===== src/rtl/riscv_pkg.sv =====
// rtl/riscv_pkg.sv - shared control-flow types, branch condition codes and memctl layout
package riscv_pkg;

    typedef enum logic [1:0] {
        CF_NONE   = 2'd0,
        CF_BRANCH = 2'd1,
        CF_JAL    = 2'd2,
        CF_JALR   = 2'd3
    } cf_type_e;

    localparam logic [2:0] F3_BEQ  = 3'b000;
    localparam logic [2:0] F3_BNE  = 3'b001;
    localparam logic [2:0] F3_BLT  = 3'b100;
    localparam logic [2:0] F3_BGE  = 3'b101;
    localparam logic [2:0] F3_BLTU = 3'b110;
    localparam logic [2:0] F3_BGEU = 3'b111;

    // memctl = {memread, memwrite, size[1:0]}
    localparam int MEMCTL_W       = 4;
    localparam int MEMCTL_READ    = 3;
    localparam int MEMCTL_WRITE   = 2;
    localparam int MEMCTL_SIZE_HI = 1;
    localparam int MEMCTL_SIZE_LO = 0;

    function automatic logic is_link(input cf_type_e cf);
        return (cf == CF_JAL) || (cf == CF_JALR);
    endfunction

endpackage


===== src/rtl/branch_resolve.sv =====
// rtl/branch_resolve.sv - combinational taken decision and control-flow target
module branch_resolve
    import riscv_pkg::*;
(
    input  cf_type_e    cf_type,
    input  logic [2:0]  funct3,
    input  logic        zero,
    input  logic        lstbit,
    input  logic [31:0] pc,
    input  logic [31:0] imm,
    input  logic [31:0] aluout,
    output logic        taken,
    output logic [31:0] target,
    output logic        misaligned
);

    always_comb begin
        taken = 1'b0;
        case (cf_type)
            CF_BRANCH: begin
                // ALU already ran SUB/SLT/SLTU, so only zero and bit 0 matter
                case (funct3)
                    F3_BEQ:            taken = zero;
                    F3_BNE:            taken = !zero;
                    F3_BLT,  F3_BLTU:  taken = lstbit;
                    F3_BGE,  F3_BGEU:  taken = !lstbit;
                    default:           taken = 1'b0;
                endcase
            end
            CF_JAL, CF_JALR: taken = 1'b1;
            default:         taken = 1'b0;
        endcase
    end

    assign target     = (cf_type == CF_JALR) ? {aluout[31:1], 1'b0} : pc + imm;
    assign misaligned = (target[1:0] != 2'b00);

endmodule


===== src/rtl/ex_mem_stage.sv =====
// rtl/ex_mem_stage.sv - EX/MEM pipeline register with control-flow resolution and squash
module ex_mem_stage
    import riscv_pkg::*;
#(
    parameter int CNT_W = 32
) (
    input  logic                clk,
    input  logic                rst_n,
    input  logic                ex_valid,
    input  logic [31:0]         ex_pc,
    input  logic [31:0]         ex_aluout,
    input  logic                ex_zero,
    input  logic                ex_lstbit,
    input  logic [1:0]          ex_cf_type,
    input  logic [2:0]          ex_funct3,
    input  logic [31:0]         ex_imm,
    input  logic [31:0]         ex_rs2data,
    input  logic [4:0]          ex_rd,
    input  logic                ex_regwrite,
    input  logic [MEMCTL_W-1:0] ex_memctl,
    input  logic                mem_stall,
    output logic                mem_valid,
    output logic [31:0]         mem_result,
    output logic [31:0]         mem_wdata,
    output logic [4:0]          mem_rd,
    output logic                mem_regwrite,
    output logic [MEMCTL_W-1:0] mem_memctl,
    output logic                redirect_valid,
    output logic [31:0]         redirect_pc,
    output logic                misalign_exc,
    output logic [CNT_W-1:0]    taken_cnt
);

    typedef enum logic {
        ST_RUN,
        ST_SQUASH
    } state_e;

    state_e      state;
    cf_type_e    cf;
    logic        taken;
    logic        misaligned;
    logic [31:0] target;
    logic        bubble;
    logic        act;
    logic        keep_ctl;

    assign cf = cf_type_e'(ex_cf_type);

    branch_resolve u_branch_resolve (
        .cf_type    (cf),
        .funct3     (ex_funct3),
        .zero       (ex_zero),
        .lstbit     (ex_lstbit),
        .pc         (ex_pc),
        .imm        (ex_imm),
        .aluout     (ex_aluout),
        .taken      (taken),
        .target     (target),
        .misaligned (misaligned)
    );

    // An instruction entering in SQUASH sits in the shadow of a redirect and must die
    assign bubble   = (state == ST_SQUASH) || !ex_valid;
    assign act      = !bubble && taken;
    assign keep_ctl = !bubble && !(act && misaligned);

    always_ff @(posedge clk or negedge rst_n) begin
        if (!rst_n) begin
            state          <= ST_RUN;
            mem_valid      <= 1'b0;
            mem_result     <= '0;
            mem_wdata      <= '0;
            mem_rd         <= '0;
            mem_regwrite   <= 1'b0;
            mem_memctl     <= '0;
            redirect_valid <= 1'b0;
            redirect_pc    <= '0;
            misalign_exc   <= 1'b0;
            taken_cnt      <= '0;
        end else begin
            redirect_valid <= 1'b0;
            misalign_exc   <= 1'b0;
            if (!mem_stall) begin
                mem_valid    <= ex_valid && (state == ST_RUN);
                mem_result   <= is_link(cf) ? ex_pc + 32'd4 : ex_aluout;
                mem_wdata    <= ex_rs2data;
                mem_rd       <= ex_rd;
                mem_regwrite <= ex_regwrite && keep_ctl;
                mem_memctl   <= keep_ctl ? ex_memctl : '0;
                if (act && !misaligned) begin
                    redirect_valid <= 1'b1;
                    redirect_pc    <= target;
                    taken_cnt      <= taken_cnt + 1'b1;
                end
                if (act && misaligned) begin
                    misalign_exc <= 1'b1;
                end
                state <= act ? ST_SQUASH : ST_RUN;
            end
        end
    end

endmodule


===== config.mk =====
export PLATFORM = sky130hd
export DESIGN_NAME = ex_mem_stage
export DESIGN_NICKNAME = d
export VERILOG_FILES = /design/src/rtl/riscv_pkg.sv /design/src/rtl/branch_resolve.sv /design/src/rtl/ex_mem_stage.sv
export SDC_FILE = /design/constraint.sdc
export NUM_CORES = 1
export LEC_CHECK = 0
export ABC_AREA = 0
export CAP_MARGIN = 20
export CORE_MARGIN = 10
export CORE_UTILIZATION = 47
export DETAILED_ROUTE_END_ITERATION = 8
export GPL_ROUTABILITY_DRIVEN = 0
export GPL_TIMING_DRIVEN = 0
export MAX_ROUTING_LAYER = met4
export PLACE_DENSITY = 0.88
export SYNTH_ARGS = -nofsm -noshare
export SYNTH_HDL_FRONTEND = slang
export SYNTH_HIERARCHICAL = 1
export SYNTH_SLANG_ARGS = --single-unit

===== constraint.sdc =====
create_clock -name clk -period 2.2 [get_ports clk]
set_input_delay 0.44 -clock clk [delete_from_list [all_inputs] [get_ports clk]]
set_output_delay 0.44 -clock clk [all_outputs]
set_load 0.03 [all_outputs]

Yosys cells after proc, flatten, opt, wreduce, memory -nomap -nowiden
Cells that the tools add are included.
- register bits: 142
- latch bits: 0
- memory bits (writable): 0
- ROM bits: 0
- input bits: 149
- word-level logic and storage cells: 54
- memories: 0
- add/subtract/negate cells: 3
- multipliers: 0
- div/mod/pow operators: 0
- order comparisons: 0
- eq/ne operators: 8
- shift-type cells: 0
- mux-type cells: 10
- bitwise logic cells: 2
- reductions and logical operators: 20
- operators with widths (operator ; count):
    32-bit two-way mux ; 2
    32-bit by 1-bit adder with 32-bit output, second input constant ; 1
    32-bit by 3-bit adder with 32-bit output, second input constant ; 1
    32-bit adder ; 1
    3-bit == test, second input constant ; 4
    1-bit logical AND ; 6
    1-bit zero test ; 6
    2-bit OR reduction ; 3
    1-bit two-way mux ; 5
    2-bit == test, second input constant ; 2
    4-bit two-way mux ; 1
    1-bit one-hot mux with 4 select lines ; 1
    3-bit by 1-bit == test with 1-bit output, second input constant ; 1
    3-bit zero test ; 1
    2-bit by 1-bit == test with 1-bit output, second input constant ; 1
    1-bit logical OR ; 2
    1-bit inverter ; 2
    1-bit one-hot mux with 2 select lines ; 1
    2-bit AND reduction ; 1
    2-bit nonzero test ; 1

Logic depth before layout (Yosys ltp)
Gate-level depths: netlist (run 1).
- depth after elaboration: 9
- gate-level depth with buffers: 10
- mapped depth without buffers: 10

By module
Netlist (run 1), hierarchy kept.
- by module, submodules not included (module ; times used ; cells each ; area an instance (µm²) ; sequential area each (µm²)):
    ex_mem_stage ; 1 ; 534 ; 6392.4 ; 3553.4
    branch_resolve ; 1 ; 344 ; 2208.4 ; 0.0

Worst setup path after synthesis (run 1)
OpenSTA, ideal clock, no wires.
- kind: in2reg
- start point: input port ex_pc[0]
- end point: register taken_cnt[25]
- arrival: 2.672 ns
- setup slack: -0.606 ns
- cell stages on the path: 10
- buffers on the path: 1
- cell sequence: ha_1 -> fa_1 -> nand2_1 -> nand2_1 -> or2_2 -> or4b_1 -> buf_2 -> nor4_4 -> nand3_1 -> xnor2_1
- cells in the longest elaborated chain, start to end: 6
- RTL lines (item ; RTL line ; text):
    from (decl) ; ex_mem_stage.sv:10 ; input logic [31:0] ex_pc,
    32-bit adder ; branch_resolve.sv:35 ; assign target = (cf_type == CF_JALR) ? {aluout[31:1], 1'b0} : pc + imm;
    32-bit two-way mux ; branch_resolve.sv:35 ;
    net target[1] ; ex_mem_stage.sv:43 ; logic [31:0] target;
    2-bit nonzero test ; branch_resolve.sv:36 ; assign misaligned = (target[1:0] != 2'b00);
    net misaligned ; ex_mem_stage.sv:42 ; logic misaligned;
    1-bit zero test ; ex_mem_stage.sv:91 ; if (act && !misaligned) begin
    1-bit logical AND ; ex_mem_stage.sv:91 ;
    2-bit AND reduction (no source line) ; -- ;
    to (signal assigned) ; ex_mem_stage.sv:94 ; taken_cnt <= taken_cnt + 1'b1;
    to (decl) ; ex_mem_stage.sv:31 ; output logic [CNT_W-1:0] taken_cnt
The timed path passes the listed nets, and every way through them passes these cells.
A chain may end at the register's enable or synchronous reset.

Final worst setup path (run 1)
- start point: input port ex_pc[7]
- end point: register redirect_pc[28]
- cells in the longest elaborated chain, start to end: 2
- RTL lines (item ; RTL line ; text):
    32-bit adder ; branch_resolve.sv:35 ;
    32-bit two-way mux ; branch_resolve.sv:35 ;
    net target[28] ; ex_mem_stage.sv:43 ;
    to (signal assigned) ; ex_mem_stage.sv:93 ; redirect_pc <= target;
    to (decl) ; ex_mem_stage.sv:29 ; output logic [31:0] redirect_pc,
The timed path passes the listed nets, and every way through them passes these cells.

==> impl_metrics.csv, run 1 <==
group,metric,value,unit
run_status,run_status,"finished with violations",
run_status,violations,"setup timing",
synth,postSynthRegisterBits,142,
power_and_ir_drop,max-vdd-ir-drop,0.667,mV
cts,tritoncts_clock_tree,"built",
drt,wirelength,38.9,mm
sta,timing.fmax,0.416,GHz
setup_path,crit_path_cells,"buf_8 -> ha_4 -> a21o_1 -> a32o_2 -> or3_4 -> o221ai_4 -> buf_6 -> o21ai_2 -> xnor2_2 -> a21oi_2 -> mux2_4",
drt,route.detailed.wl_per_inst,25.7,um
cts,ctsLongestPathBuffers,2,
global_route,grt_start_max_net_pins,92,
synth,syn-cell-area,8600,um^2
setup_path,critPathBufInv,2,
floorplan,die-width,155,um
cts,clock_latency,0.43,ns
power_and_ir_drop,leak_pwr,5.95,nW
hold_path,worst_hold_path_type,"in -> reg",
final_layout,drive_gt1_share,32.0,%
global_route,grt_pass1_vias,9563,
drt,detail_route.vias_per_cell,6.43,
floorplan,floorplan.io_pins,290,
floorplan,initial_core_utilization,47.9,%
sta,finClkSkew,0.00893,ns
sta,unrepaired_setup_endpoints_after_global_routing,"true",
final_layout,area.growth.synth_to_final,65.3,%
synth,syn_avg_cell_area,9.80,um^2
sta,period_minus_slack,2.40,ns
drt,length_of_the_first_detailed_routing_pass_in_iterations,5,
setup_path,crit_family,"compound AO/OA/AOI/OAI gates",
setup_path,cpPeakStageDelay,0.35,ns
synth,synthesis.yosys.warnings,6,
sta,slew_violations,0,
sta,worst_slew_margin_relative_to_its_limit,40.8,%
synth,synthArstFlopShare,100,%
sta,setup_ws,-0.204,ns
setup_path,sort_of_element_at_the_end_of_the_critical_path,"flip-flop",
floorplan,die-area,24100,um^2
sta,max_slew.worst_pin.slew,0.889,ns
drt,number_of_nets_with_antenna_violations_after_routing,0,
floorplan,placement_rows,49,
global_route,grt_pass1_wl,53.7,mm
cts,cts.sink_count,142,
setup_path,criticalPathCategory,"in -> reg",
cts,cts_root_buffer,"sky130_fd_sc_hd__clkbuf_16",
synth,yosysSeqAreaShare,41.3,%
drt,drc,0,
sta,hold_viol,0,
run,max_cap_viol_count,0,
synth,synthDistinctLibCells,70,
place,post-dp-hpwl,24.5,mm
drt,dr.first_iter.drc_count,1243,
setup_path,critical_path.startpoint_type,"primary input",
global_route,grt_remaining_overflow,0,
synth,synth_cells,878,
synth,synthesis.nets,1061,
final_layout,finalNetCount,1448,
synth,synth-edff-count,0,
cts,cts_inserted_buffers,17,
place,io_buffer_count,288,
setup_path,worstPathArrival,2.72,ns
sta,setup-violations-final,45,
global_route,grt_usage,29.0,%
setup_path,worstPathMaxFanout,5,
sta,finalHoldWorstSlack,0.337,ns
final_layout,final_util,79.1,%
cts,cts.reportedPaths.clkPinSlew,0.06,ns
drt,vias,9743,
floorplan,die_y,155,um
synth,synth-main-ff-cell,"sky130_fd_sc_hd__dfrtp_1",
setup_path,cpMaxStageDelayCell,"sky130_fd_sc_hd__or3_4",
power_and_ir_drop,power_per_cell_area,772,nW/um^2
floorplan,coreArea,18000,um^2
global_route,number_of_antenna_violations_at_the_first_check_in_global_routing,8,
sta,timing.final.crit_share,109,%
setup_path,critPathRequiredTime,2.51,ns
cts,cts.htree.levels,4,
place,setup_slack_placement,-1.23,ns
[logic make-up (layout without fill, tap and decap cells)]
group           count (synthesis)  after routing  synth area share [%]
flops                         142            142                  41.3
fa+ha+maj                      34             34                  5.03
compound gates                208            208                  15.0
simple gates                  284            284                  17.3
mux                            78             78                  10.2
other cells                     0              8                     0
buf+inv                        52            452                  3.04
xor+xnor                       80             80                  8.15
[synth_stat cells (all sizes together), types with 2 or more instances]
cell    number  area, um^2
or2          4        25.0
clkbuf      23        97.6
and4        12         105
buf         20         130
inv          9        33.8
mux2        74         833
o21ai       63         323
a311oi       4        35.0
nor3        16        85.1
a22o         8        70.1
a221o        2        20.0
or4          5        41.3
ha          33         413
nor2b        4        25.0
o21a         8        60.1
and3         9        56.3
nand2b       6        37.5
nor3b       15         113
a211oi       7        52.6
nor2        58         218
nand4       15         100
or3          7        50.1
nor4         6        52.6
o211a        2        20.0
xor2        32         280
nand3       28         140
mux2i        4        40.0
nand2       81         304
o21bai       2        15.0
a21o        15         113
o31ai        5        37.5
o211ai       6        45.0
a21oi       65         325
dfrtp      142        3550
xnor2       48         420
a32o         2        21.3
a31oi        9        56.3
and2        12        77.6
[state kept, by name, indices dropped and copies added, names as in the netlist]
register / cells
redirect_pc: 32
mem_result: 32
mem_regwrite: 1
mem_rd: 5
mem_wdata: 32
mem_valid: 1
mem_memctl: 4
misalign_exc: 1
state: 1
taken_cnt: 32
redirect_valid: 1
[cell type report]
| class | instances | area [um^2] |
|---|---|---|
| clock inverter | 14 | 184 |
| clock buffer | 18 | 429 |
| multi-input combinational | 684 | 5930 |
| inverter | 9 | 33.8 |
| buffer | 34 | 219 |
| antenna | 8 | 20.0 |
| timing repair buffer | 377 | 3560 |
| tap | 229 | 287 |
| fill | 1041 | 3750 |
| sequential | 142 | 3550 |
[power breakdown]
group          internal, mW  switching, mW
Combinational          2.10           2.44
Clock                  1.81           1.26
Sequential             3.08          0.289
Total                  6.99           3.99
[tightest hold or removal path, delay by kind of cell]
family	cells	cell delay, ns
compound gates	1	0.15
buf+inv	1	0.08
mux	1	0.06
[per-stage QoR]
stage | cells | setup TNS, ns | cell area, um^2 | total power [mW]
finish | 1515 | -4.97 | 14200 | 11.0
global route | 1515 | -7.29 | 14200 | 11.3
CTS | 1478 | -1.90 | 13600 | 10.6
detailed placement | 1396 | -71.66 | 12100 | 7.26
global placement | 1395 | -790.38 | 12100 | 7.16
floorplan | 878 | -6.71 | 8920 | 5.48
[path summary, 6_finish.rpt]
path	depth (start not counted)	end	slack (ns)	start
hold / removal	3	mem_result[0]	0.34	ex_pc[0]
hold reg to reg	1	mem_result[23]	0.48	mem_result[23]
setup reg to reg	5	taken_cnt[30]	-0.01	taken_cnt[9]
setup / recovery	11	redirect_pc[28]	-0.20	ex_pc[7]
max in group asynchronous	3	mem_result[13]	0.84	rst_n
min in group asynchronous	2	mem_wdata[28]	0.53	rst_n
[cell usage in the layout, fill, tap and decap left out, drive strengths merged, types with 6 or more instances in the layout]
master         Yosys  final
a211oi             7      7
a21o              15     15
a21oi             65     65
a22o               8      8
a31oi              9      9
and2              12     12
and3               9      9
and4              12     12
buf               20    130
clkbuf            23     50
clkdlybuf4s15      0      7
clkdlybuf4s50      0    221
dfrtp            142    142
diode              0      8
dlygate4sd2        0     14
dlymetal6s2s       0      6
ha                33     33
inv                9     14
mux2              74     74
nand2             81     81
nand2b             6      6
nand3             28     28
nand4             15     15
nor2              58     58
nor3              16     16
nor3b             15     15
nor4               6      6
o211ai             6      6
o21a               8      8
o21ai             63     63
or3                7      7
xnor2             48     48
xor2              32     32
[metal layers]
metal / up-vias / routed length (um) / global-route usage [%] / part of all wire, %
li1: 3972 / - / - / -
met1: 4612 / 13800 / 33.0 / 36
met2: 861 / 18300 / 46.7 / 47
met3: 298 / 3940 / 6.70 / 10
met4: 0 / 2860 / 15.4 / 7.3
met5: - / 0 / - / 0
[repair_timing]
action                     in CTS  in global routing
cloned                          0                  0
hold endpoints to repair       51                  0
buffers inserted               51                 38
gates resized for setup       278                149
setup endpoints to repair      81                 56
hold buffers                    1                  0
pin swaps                      94                102
No activity file was read; power rests on OpenSTA's default activity.
==> inputs of run 2 (changes only) <==
CORE_ASPECT_RATIO = 1.4   (was unset)
clock period = 2.4 ns   (was 2.2 ns; I/O delays follow)
==> run 2 against run 1 <==
Clock-buffer cell count unchanged. The flow still finishes with violations (setup timing). Global-route usage decreased by 0.53 points. Critical path depth decreased by 1. Total power decreased by 7.7%. Routed wire length decreased by 4.9%. Cell count decreased by 1.1%. Die area increased by 0.32%. Via count decreased by 5.2%. Utilization decreased by 3.1 points. Flip-flop and latch count unchanged. Register-to-register slack improved by 0.37 ns.
==> impl_metrics.csv, run 2 (synthesized netlist as in run 1, its figures left out) <==
group,metric,value,unit
run_status,run_status,"finished with violations",
floorplan,die-width,134,um
cts,cts.htree.levels,4,
floorplan,coreArea,18000,um^2
floorplan,initial_core_utilization,47.8,%
place,number_of_instances_in_the_placed_design,1407,
final_layout,finalNetCount,1425,
drt,vias,9233,
sta,max_slew.worst_pin.slew,0.783,ns
cts,cts.sink_count,142,
setup_path,criticalPathCategory,"in -> reg",
final_layout,drive_gt1_share,26.0,%
run,max_cap_viol_count,0,
sta,setup_ws,-0.115,ns
final_layout,final_common_cell,"sky130_fd_sc_hd__clkdlybuf4s50_1",
global_route,grt_pass1_vias,9171,
global_route,grt_remaining_overflow,0,
sta,slew_violations,0,
drt,dr.first_iter.drc_count,1046,
drt,drc,0,
setup_path,critPathRequiredTime,2.71,ns
floorplan,floorplan.io_pins,290,
final_layout,filler_cell_count,1134,
final_layout,post_layout_nonfiller_instances,1498,
drt,length_of_the_first_detailed_routing_pass_in_iterations,7,
global_route,number_of_antenna_violations_at_the_first_check_in_global_routing,3,
run_status,violations,"setup timing",
setup_path,critical_path.startpoint_type,"primary input",
global_route,grt.busiest_layer,"met2",
sta,unrepaired_setup_endpoints_after_global_routing,"true",
sta,sum_of_negative_setup_slack,-1.15,ns
global_route,grt_usage,28.4,%
sta,setup-violations-final,20,
final_layout,layout.cells.most_common_list,"225 x sky130_fd_sc_hd__clkdlybuf4s50_1, 142 x sky130_fd_sc_hd__dfrtp_1, 75 x sky130_fd_sc_hd__nand2_1",
place,io_buffer_count,288,
global_route,grt_pass1_wl,52.3,mm
hold_path,worst_hold_path_type,"in -> reg",
floorplan,die_y,180,um
global_route,met2_track_utilization_from_global_routing,46.9,%
sta,timing.fmax,0.398,GHz
drt,wirelength,37.0,mm
drt,route.detailed.wl_per_inst,24.7,um
sta,timing.final.crit_share,105,%
power_and_ir_drop,max-vdd-ir-drop,0.559,mV
sta,finalHoldWorstSlack,0.413,ns
setup_path,worstPathMaxFanout,5,
place,post-dp-hpwl,25.2,mm
drt,number_of_nets_with_antenna_violations_after_routing,0,
place,setup_slack_placement,-1.25,ns
cts,clock_latency,0.43,ns
sta,period_minus_slack,2.52,ns
final_layout,final_util,76.0,%
cts,cts_root_buffer,"sky130_fd_sc_hd__clkbuf_16",
setup_path,worstPathArrival,2.83,ns
cts,cts_inserted_buffers,17,
sta,worst_slew_margin_relative_to_its_limit,47.8,%
sta,hold_viol,0,
drt,detail_route.vias_per_cell,6.16,
global_route,grt_util_met3,4.72,%
setup_path,reg2reg_setup_slack,0.36,ns
floorplan,placement_rows,58,
final_layout,area.growth.synth_to_final,59.1,%
global_route,grt_start_max_net_pins,95,
cts,cts.reportedPaths.clkPinSlew,0.07,ns
power_and_ir_drop,power_per_cell_area,741,nW/um^2
setup_path,sort_of_element_at_the_end_of_the_critical_path,"flip-flop",
floorplan,die-area,24200,um^2
sta,finClkSkew,0.00924,ns
cts,ctsLongestPathBuffers,2,
global_route,grt.met1_usage,31.3,%
power_and_ir_drop,leak_pwr,5.72,nW
cts,tritoncts_clock_tree,"built",
-- run 2: cell count changes in the layout (fill, tap and decap cells not counted), sizes merged, moves of 2 or more --
cell	delta
buf	-38
dlygate4sd2	+8
clkbuf	+5
diode	-5
clkdlybuf4s15	-4
clkdlybuf4s50	+4
bufinv	+2
dlymetal6s2s	+2
-- run 2: metrics by stage --
stage                     area [um^2]  total power, mW
final                           13700             10.1
after global routing            13700             10.5
after CTS                       13200             9.86
after detailed placement        11900             6.61
after global placement          11800             6.53
after floorplan                  8640             4.96
-- run 2: layout make-up --
class / count / area [um^2] / area share, %
Sequential cell: 142 / 3550 / 26.0
Inverter: 9 / 33.8 / 0.247
Clock inverter: 14 / 229 / 1.67
Timing Repair Buffer: 352 / 3290 / 24.1
Clock buffer: 18 / 439 / 3.21
Antenna cell: 3 / 7.51 / 0.0549
Tap cell: 240 / 300 / 2.19
Multi-Input combinational cell: 684 / 5590 / 40.9
Buffer: 36 / 235 / 1.72
-- run 2: power breakdown --
| part | internal [mW] | switching [mW] | total, mW |
|---|---|---|---|
| Sequential | 2.82 | 0.268 | 3.09 |
| Clock | 1.90 | 1.15 | 3.05 |
| Combinational | 1.82 | 2.18 | 4.00 |
-- run 2: path summary, 6_finish.rpt --
kind | start | to | cells after the start
setup / recovery | ex_pc[0] | taken_cnt[25] | 10
hold / removal | ex_pc[11] | mem_result[11] | 3
setup reg to reg | taken_cnt[3] | taken_cnt[25] | 5
hold reg to reg | taken_cnt[31] | taken_cnt[31] | 1
max in group asynchronous | rst_n | mem_result[26] | 3
min in group asynchronous | rst_n | redirect_pc[12] | 2
-- run 2: per-layer routing --
layer | routed length [um] | vias up
li1 | - | 3913
met2 | 18400 | 728
met3 | 3070 | 236
met1 | 12900 | 4356
met5 | 0 | -
met4 | 2540 | 0
-- run 2: what timing repair did --
action,in CTS,in global routing
endpoints found under the setup margin,73,47
pin swaps,69,73
hold buffers,1,0
buffers inserted,35,27
resized for setup,208,110
hold endpoints to repair,5,0
-- run 2: critical path, cell delays in order --
cell	delay, ns
sky130_fd_sc_hd__buf_8	0.10
sky130_fd_sc_hd__ha_4	0.16
sky130_fd_sc_hd__fa_2	0.47
sky130_fd_sc_hd__nand2_2	0.08
sky130_fd_sc_hd__nand2_2	0.06
sky130_fd_sc_hd__or2_4	0.25
sky130_fd_sc_hd__or4b_4	0.54
sky130_fd_sc_hd__nor4_4	0.38
sky130_fd_sc_hd__nand3_1	0.17
sky130_fd_sc_hd__xnor2_1	0.15
